**config.mk**
```make
export PLATFORM = sky130hd
export DESIGN_NAME = mem_refill_responder_flat
export DESIGN_NICKNAME = d
export VERILOG_FILES = /design/src/rtl/mem_refill_responder_pkg.sv /design/src/rtl/mem_refill_responder_if.sv /design/src/rtl/mem_refill_responder_refill_counter.sv /design/src/rtl/mem_refill_responder.sv /design/src/flat_wrapper.sv
export SDC_FILE = /design/constraint.sdc
export NUM_CORES = 1
export LEC_CHECK = 0
export ABC_AREA = 1
export CORE_UTILIZATION = 30
export DETAILED_ROUTE_END_ITERATION = 7
export PLACE_DENSITY = 0.63
export SLEW_MARGIN = 15
export SYNTH_ARGS = -nofsm -noshare
export SYNTH_HDL_FRONTEND = slang
export SYNTH_SLANG_ARGS = --single-unit
export TNS_END_PERCENT = 30
```
**constraint.sdc**
```tcl
create_clock -name clk -period 4.2 [get_ports clk]
set_clock_uncertainty 0.05 [all_clocks]
set_input_delay 1.05 -clock clk [delete_from_list [all_inputs] [get_ports clk]]
set_output_delay 1.05 -clock clk [all_outputs]
set_load 0.005 [all_outputs]
```
**src/rtl/mem_refill_responder_pkg.sv**
```systemverilog
// Shared encodings and block-geometry helpers for the cache refill responder.
package mem_refill_responder_pkg;

    localparam logic [1:0] ST_IDLE  = 2'd0;
    localparam logic [1:0] ST_ISSUE = 2'd1;
    localparam logic [1:0] ST_DRAIN = 2'd2;
    localparam logic [1:0] ST_DONE  = 2'd3;

    localparam logic GRANT_I = 1'b0;
    localparam logic GRANT_D = 1'b1;

    localparam int DEFAULT_WORDS = 8;
    localparam int BLK_OFF_W     = $clog2(2 * DEFAULT_WORDS);

    // Byte-offset width inside a block of `words` 16-bit words.
    function automatic int blk_off_w(input int words);
        return $clog2(2 * words);
    endfunction

endpackage

```
**src/rtl/mem_refill_responder_if.sv**
```systemverilog
// Cache-miss request, refill broadcast and main-memory read signals.
interface mem_refill_responder_if;

    logic        IReq;
    logic [15:0] IAddr;
    logic        DReq;
    logic [15:0] DAddr;
    logic [15:0] MemData;
    logic [15:0] MemAddress;
    logic        ICacheWriteEnable;
    logic        DCacheWriteEnable;
    logic        IMemStall;
    logic        DMemStall;
    logic        MemEnable;
    logic [15:0] MemReadAddr;
    logic [15:0] MemReadData;
    logic        MemDataValid;

    modport slave (
        input  IReq, IAddr, DReq, DAddr, MemReadData, MemDataValid,
        output MemData, MemAddress, ICacheWriteEnable, DCacheWriteEnable,
               IMemStall, DMemStall, MemEnable, MemReadAddr
    );

    modport master (
        output IReq, IAddr, DReq, DAddr, MemReadData, MemDataValid,
        input  MemData, MemAddress, ICacheWriteEnable, DCacheWriteEnable,
               IMemStall, DMemStall, MemEnable, MemReadAddr
    );

endinterface

```
**src/rtl/mem_refill_responder_refill_counter.sv**
```systemverilog
// Word counter for one refill: synchronous clear, increment, terminal flag at WORDS-1.
module refill_counter #(
    parameter int WORDS = 8,
    parameter int CNT_W = (WORDS > 1) ? $clog2(WORDS) : 1
) (
    input  logic             clk,
    input  logic             rst,
    input  logic             clr,
    input  logic             inc,
    output logic [CNT_W-1:0] cnt,
    output logic             tc
);

    localparam logic [CNT_W-1:0] LAST = CNT_W'(WORDS - 1);

    always_ff @(posedge clk or negedge rst) begin
        if (!rst) begin
            cnt <= '0;
        end else if (clr) begin
            cnt <= '0;
        end else if (inc) begin
            cnt <= cnt + 1'b1;
        end
    end

    assign tc = (cnt == LAST);

endmodule

```
**src/rtl/mem_refill_responder.sv**
```systemverilog
// Services one I- or D-cache block refill at a time from a pipelined main memory.
//
// state    | meaning
// ---------+----------------------------------------------------------
// IDLE     | waiting for a miss; D has priority over I
// ISSUE    | one memory read per cycle until all WORDS reads are issued
// DRAIN    | all reads issued, collecting remaining returns
// DONE     | block complete; granted port's stall drops for one cycle
module mem_refill_responder
    import mem_refill_responder_pkg::*;
#(
    parameter int WORDS   = 8,
    parameter int LATENCY = 4
) (
    input  logic                   clk,
    input  logic                   rst,
    mem_refill_responder_if.slave  bus
);

    localparam int          CNT_W    = (WORDS > 1) ? $clog2(WORDS) : 1;
    localparam int          OFF_W    = blk_off_w(WORDS);
    localparam logic [15:0] OFF_MASK = 16'((1 << OFF_W) - 1);

    logic [1:0]       state, state_nxt;
    logic             grant, grant_nxt;
    logic [15:0]      base, base_nxt;
    logic [CNT_W-1:0] issue_cnt, recv_cnt;
    logic             issue_tc, recv_tc;
    logic             grab, issue_inc, recv_inc;
    logic [15:0]      recv_addr;
    logic [15:0]      data_q, addr_q;

    assign grab      = (state == ST_IDLE) && (bus.DReq || bus.IReq);
    assign issue_inc = (state == ST_ISSUE);
    // Returns are only meaningful while a refill is collecting words.
    assign recv_inc  = ((state == ST_ISSUE) || (state == ST_DRAIN)) && bus.MemDataValid;
    assign recv_addr = base + 16'({recv_cnt, 1'b0});

    refill_counter #(.WORDS(WORDS), .CNT_W(CNT_W)) u_issue_cnt (
        .clk (clk),
        .rst (rst),
        .clr (grab),
        .inc (issue_inc),
        .cnt (issue_cnt),
        .tc  (issue_tc)
    );

    refill_counter #(.WORDS(WORDS), .CNT_W(CNT_W)) u_recv_cnt (
        .clk (clk),
        .rst (rst),
        .clr (grab),
        .inc (recv_inc),
        .cnt (recv_cnt),
        .tc  (recv_tc)
    );

    always_comb begin
        state_nxt = state;
        grant_nxt = grant;
        base_nxt  = base;
        case (state)
            ST_IDLE: begin
                if (bus.DReq) begin
                    grant_nxt = GRANT_D;
                    base_nxt  = bus.DAddr & ~OFF_MASK;
                    state_nxt = ST_ISSUE;
                end else if (bus.IReq) begin
                    grant_nxt = GRANT_I;
                    base_nxt  = bus.IAddr & ~OFF_MASK;
                    state_nxt = ST_ISSUE;
                end
            end
            ST_ISSUE: begin
                if (recv_inc && recv_tc) begin
                    state_nxt = ST_DONE;
                end else if (issue_tc) begin
                    state_nxt = ST_DRAIN;
                end
            end
            ST_DRAIN: begin
                if (recv_inc && recv_tc) begin
                    state_nxt = ST_DONE;
                end
            end
            default: state_nxt = ST_IDLE;
        endcase
    end

    always_ff @(posedge clk or negedge rst) begin
        if (!rst) begin
            state  <= ST_IDLE;
            grant  <= GRANT_I;
            base   <= 16'h0000;
            data_q <= 16'h0000;
            addr_q <= 16'h0000;
        end else begin
            state <= state_nxt;
            grant <= grant_nxt;
            base  <= base_nxt;
            if (recv_inc) begin
                data_q <= bus.MemReadData;
                addr_q <= recv_addr;
            end
        end
    end

    assign bus.MemEnable   = issue_inc;
    assign bus.MemReadAddr = issue_inc ? (base + 16'({issue_cnt, 1'b0})) : 16'h0000;

    // Refill word is passed through on the return cycle, otherwise held.
    assign bus.MemData           = recv_inc ? bus.MemReadData : data_q;
    assign bus.MemAddress        = recv_inc ? recv_addr : addr_q;
    assign bus.ICacheWriteEnable = recv_inc && (grant == GRANT_I);
    assign bus.DCacheWriteEnable = recv_inc && (grant == GRANT_D);

    // Stalls are qualified by reset so every output reads zero while reset is held.
    assign bus.IMemStall = rst && bus.IReq && !((state == ST_DONE) && (grant == GRANT_I));
    assign bus.DMemStall = rst && bus.DReq && !((state == ST_DONE) && (grant == GRANT_D));

endmodule
```
**src/flat_wrapper.sv**
```systemverilog
// flat-port wrapper written by rule: the top's interface ports become plain ports
module mem_refill_responder_flat import mem_refill_responder_pkg::*;
#(
    parameter int WORDS   = 8,
    parameter int LATENCY = 4
)
  (clk, rst, bus_IReq, bus_IAddr, bus_DReq, bus_DAddr, bus_MemReadData, bus_MemDataValid, bus_MemData, bus_MemAddress, bus_ICacheWriteEnable, bus_DCacheWriteEnable, bus_IMemStall, bus_DMemStall, bus_MemEnable, bus_MemReadAddr);
  mem_refill_responder_if bus_i ();
  input  logic clk;
  input  logic rst;
  input wire logic [$bits(bus_i.IReq)-1:0] bus_IReq;
  input wire logic [$bits(bus_i.IAddr)-1:0] bus_IAddr;
  input wire logic [$bits(bus_i.DReq)-1:0] bus_DReq;
  input wire logic [$bits(bus_i.DAddr)-1:0] bus_DAddr;
  input wire logic [$bits(bus_i.MemReadData)-1:0] bus_MemReadData;
  input wire logic [$bits(bus_i.MemDataValid)-1:0] bus_MemDataValid;
  output wire logic [$bits(bus_i.MemData)-1:0] bus_MemData;
  output wire logic [$bits(bus_i.MemAddress)-1:0] bus_MemAddress;
  output wire logic [$bits(bus_i.ICacheWriteEnable)-1:0] bus_ICacheWriteEnable;
  output wire logic [$bits(bus_i.DCacheWriteEnable)-1:0] bus_DCacheWriteEnable;
  output wire logic [$bits(bus_i.IMemStall)-1:0] bus_IMemStall;
  output wire logic [$bits(bus_i.DMemStall)-1:0] bus_DMemStall;
  output wire logic [$bits(bus_i.MemEnable)-1:0] bus_MemEnable;
  output wire logic [$bits(bus_i.MemReadAddr)-1:0] bus_MemReadAddr;
  assign bus_i.IReq = bus_IReq;
  assign bus_i.IAddr = bus_IAddr;
  assign bus_i.DReq = bus_DReq;
  assign bus_i.DAddr = bus_DAddr;
  assign bus_i.MemReadData = bus_MemReadData;
  assign bus_i.MemDataValid = bus_MemDataValid;
  assign bus_MemData = bus_i.MemData;
  assign bus_MemAddress = bus_i.MemAddress;
  assign bus_ICacheWriteEnable = bus_i.ICacheWriteEnable;
  assign bus_DCacheWriteEnable = bus_i.DCacheWriteEnable;
  assign bus_IMemStall = bus_i.IMemStall;
  assign bus_DMemStall = bus_i.DMemStall;
  assign bus_MemEnable = bus_i.MemEnable;
  assign bus_MemReadAddr = bus_i.MemReadAddr;
  mem_refill_responder #(.WORDS(WORDS), .LATENCY(LATENCY)) u_core (.clk(clk), .rst(rst), .bus(bus_i));
endmodule
```
==> impl_summary.md <==
Global routing
The layer with the highest usage after global routing is met2. The number of antenna violations at the first check in global routing came to 0. The via count of the first global-routing pass is 2082. The maximum number of pins on one net before global-route repair is 54. The met3 capacity usage during global routing is 0.0309.

The combined global-route utilization of all metal layers is 0.148. The wire length of the first global-routing pass is 10.0 mm. Global routing finished with a remaining overflow of 0. In the global route stage, met1 resource usage came out at 0.185. In the global route stage, met2 resource usage came out at 0.256.

Route
The number of antenna-violating nets in the routed design is 0. For this block, the routed nets add up to 6.18 mm of wire. For this run, design rule violations remaining after detail routing come to 0. The count of TritonRoute iterations in the first routing pass is 4.

The routed wire length per instance is 12.4 um. The final route contains 2147 vias. For this block, the initial DRC count from the detailed router was 73. The detail-routed via count per cell is 4.32.

Worst setup path
On the worst path, the slowest cell contributes a delay of 0.51 ns. The worst reg2reg path depth is 8. The critical path is of the primary input to output pin type. At the worst endpoint, the arrival time is 2.73 ns. The largest driver fanout on the critical path is 26. The slowest stage of the critical path belongs to the cell clkdlybuf4s50_1.

In this run the critical register-to-register path is captured at u_core.state[0]$_DFFE_PN0P_. The most common cell type on the critical path is nand2_1. The origin of the critical flop-to-flop path is u_core.state[1]$_DFFE_PN0P_. STA classifies the critical path endpoint as an output pin. The data required time at the worst endpoint is 3.10 ns. The signal on the critical path passes through clkdlybuf4s50_1 -> nand2_1 -> inv_2 -> buf_12 -> nand2_1 -> nand2_1 -> clkdlybuf4s50_1. The critical path starts at bus_MemDataValid. The worst setup path is launched from a primary input. Across all register-to-register paths, the minimum setup slack is 2.29 ns.

STA
Setup repair after global routing left no endpoint under its margin. Setup violations remaining at the end of the flow were counted as 0. The hold violation total from the final report came to 0. The relative slew slack is 0.441. The total count of max-transition violations in the final report is 0. The achievable clock frequency is 261 MHz. The slew at the pin with the worst max-slew slack is 0.839 ns. The setup total negative slack is 0 ns. The smallest setup slack after layout is 0.372 ns. Hold is met by 0.431 ns. The post-layout minimum cycle time is 3.83 ns. The period utilization is 0.911.

Placed design
Routability-driven placement finished with a final weighted congestion of 0.730. The number of port buffers is 96. Summed over all nets, the half-perimeter wirelength after detailed placement is 4.33 mm. The cell area after placement is 3540 um^2. The pre-CTS setup slack is 0.344 ns.

Cells and area
Leaving out fill and tap cells, the most frequent cell in the layout is nand2_1. The final net count is 456. Fill cells in the final layout number 784. The area added between synthesis and finish is 46.4%.

The finished cells cover 3640 um^2. Of the cells placed in the final design, the portion with a size suffix greater than 1 is 0.0658. The top cell types in the final layout, fill and taps aside, are nand2_1 (131), clkdlybuf4s50_1 (95), dfrtp_1 (53). The final core utilization is 0.462. The count of antenna diodes in the layout is 0.

Logic synthesis
The largest total area in the synthesized netlist belongs to dfrtp_1. The share of synthesized area in the top cell type comes to 0.533. Synthesis inferred 53 register bits. Synthesis produced a netlist with a net count of 363. The share of the Yosys chip area taken by registers is 0.533. Synthesis produced 302 cells. During synthesis, Yosys emitted a total of 0 warnings. In the post-synthesis netlist, the biggest area contributors are dfrtp_1 (53%), nand2_1 (20%), nor2_1 (4.7%), inv_1 (4.4%), ha_1 (4.0%).

The synthesized area per cell is 8.24 um^2. In this run, distinct cell masters in the synthesized netlist total 24. The mapped netlist covers 2490 um^2.

Power
The design internal power is 1.64 mW. IR analysis of the VDD net gives a maximum drop of 231 uV. The sequential share of power is 0.330. The analysis attributes to cell leakage a power of 1.87 nW. The clock network fraction of design power is 0.131. The power density over cell area is 709 nW/um^2.

Summed over all nets, the switching power comes to 0.941 mW. Of the total power, combinational logic draws 0.539. The switching power as a share of total power is 0.364.

Clocking
The number of hold buffers added after CTS was 0. The number of setup buffers added after CTS is 0. The longest clock path from root to sink contains 2 buffers. The H-tree depth reported by CTS is 2.

In this run, post-CTS repair resized a total of 0 instances. The root buffer cell is clkbuf_8. The number of buffers created by CTS is 5. The insertion delay of the later-clocked pin in the worst-skew pair is 0.31 ns. TritonCTS built the clock tree. The clock net in this run drives a total of 53 sinks.

Clock-pin slew was measured on the worst setup and hold paths at 0.08 ns.

Floorplan
The area of the die is 8660 um^2. In this run the count of I/O pins placed on the die edge is 106. Measured along the y axis, the die boundary spans 93.1 um. The initial core utilization is 0.316. The overall die width is 93.1 um.

The core region is 7890 um^2. After floorplanning, the core was divided into 32 placement rows.

Outcome
The run finished with clean final reports.

Hold path
The class of the tightest hold or removal check is register to register. The launch point of the worst hold path is u_core.data_q[15]$_DFF_PN0_. The number of cells on the worst hold path is 2. For hold timing, the worst endpoint is u_core.data_q[15]$_DFF_PN0_.

Run
Max-cap violations in this run came to 0.
## layer usage
| metal | part of all wire | vias up |
|---|---|---|
| met2 | 0.48 | 47 |
| li1 | - | 1098 |
| met3 | 0.039 | 6 |
| met4 | 0.013 | 0 |
| met5 | 0 | - |
| met1 | 0.46 | 996 |
## logic make-up after synthesis
group           count (synthesis)  synth area share
fa+ha+maj                       8            0.0402
mux                             2           0.00905
buf+inv                        47            0.0865
flops                          53             0.533
simple gates                  169             0.262
compound gates                 22            0.0679
other cells                     1           0.00151
## sequential cells by signal, summed over array words and instances (netlist names)
name                    count
u_core.grant                1
u_core.base                12
u_core.u_issue_cnt.cnt      3
u_core.addr_q              16
u_core.data_q              16
u_core.state                2
u_core.u_recv_cnt.cnt       3
## cell type report
type,count,area [um^2],area share
clock inverters,2,35.0,0.00962
multi-input cells,202,947,0.260
clock buffers,5,68.8,0.0189
flip-flops and latches,53,1330,0.364
well taps,102,128,0.0350
repair buffers,101,1020,0.280
inverters,32,120,0.0330
## critical path: cells and delay by family
| family | cells | cell delay [ns] |
|---|---|---|
| buffers and inverters | 4 | 1.39 |
| and+or+nand+nor | 3 | 0.27 |
## worst max path at each step
stage                               to
global placement        bus_MemData[9]
floorplan           bus_MemAddress[10]
finish               bus_MemAddress[9]
detailed placement   bus_MemAddress[3]
CTS                  bus_MemAddress[9]
global route         bus_MemAddress[4]
## through the flow
stage / cells / total power, mW
2_1_floorplan: 302 / 1.54
3_3_place_gp: 490 / 2.25
3_5_place_dp: 490 / 2.28
4_1_cts: 497 / 2.62
5_1_grt: 497 / 2.80
6_report: 497 / 2.58
## power groups by stage
stage / Clock (mW) / Sequential (mW) / Combinational [mW]
after global routing: 0.362 / 0.879 / 1.56
after detailed placement: 0 / 0.864 / 1.42
after global placement: 0 / 0.856 / 1.39
final: 0.339 / 0.852 / 1.39
after CTS: 0.346 / 0.853 / 1.42
after floorplan: 0 / 0.836 / 0.704
## Yosys cell counts, drive strengths merged
cell type  count
buf           14
inv           32
conb           1
nand4          1
a211oi         2
mux2           2
o21ai          7
dfrtp         53
a21oi          1
nand3          3
ha             8
nor3           1
nand2        131
o31ai         12
clkbuf         1
nor2          33
No activity file was read; power rests on OpenSTA's default activity.
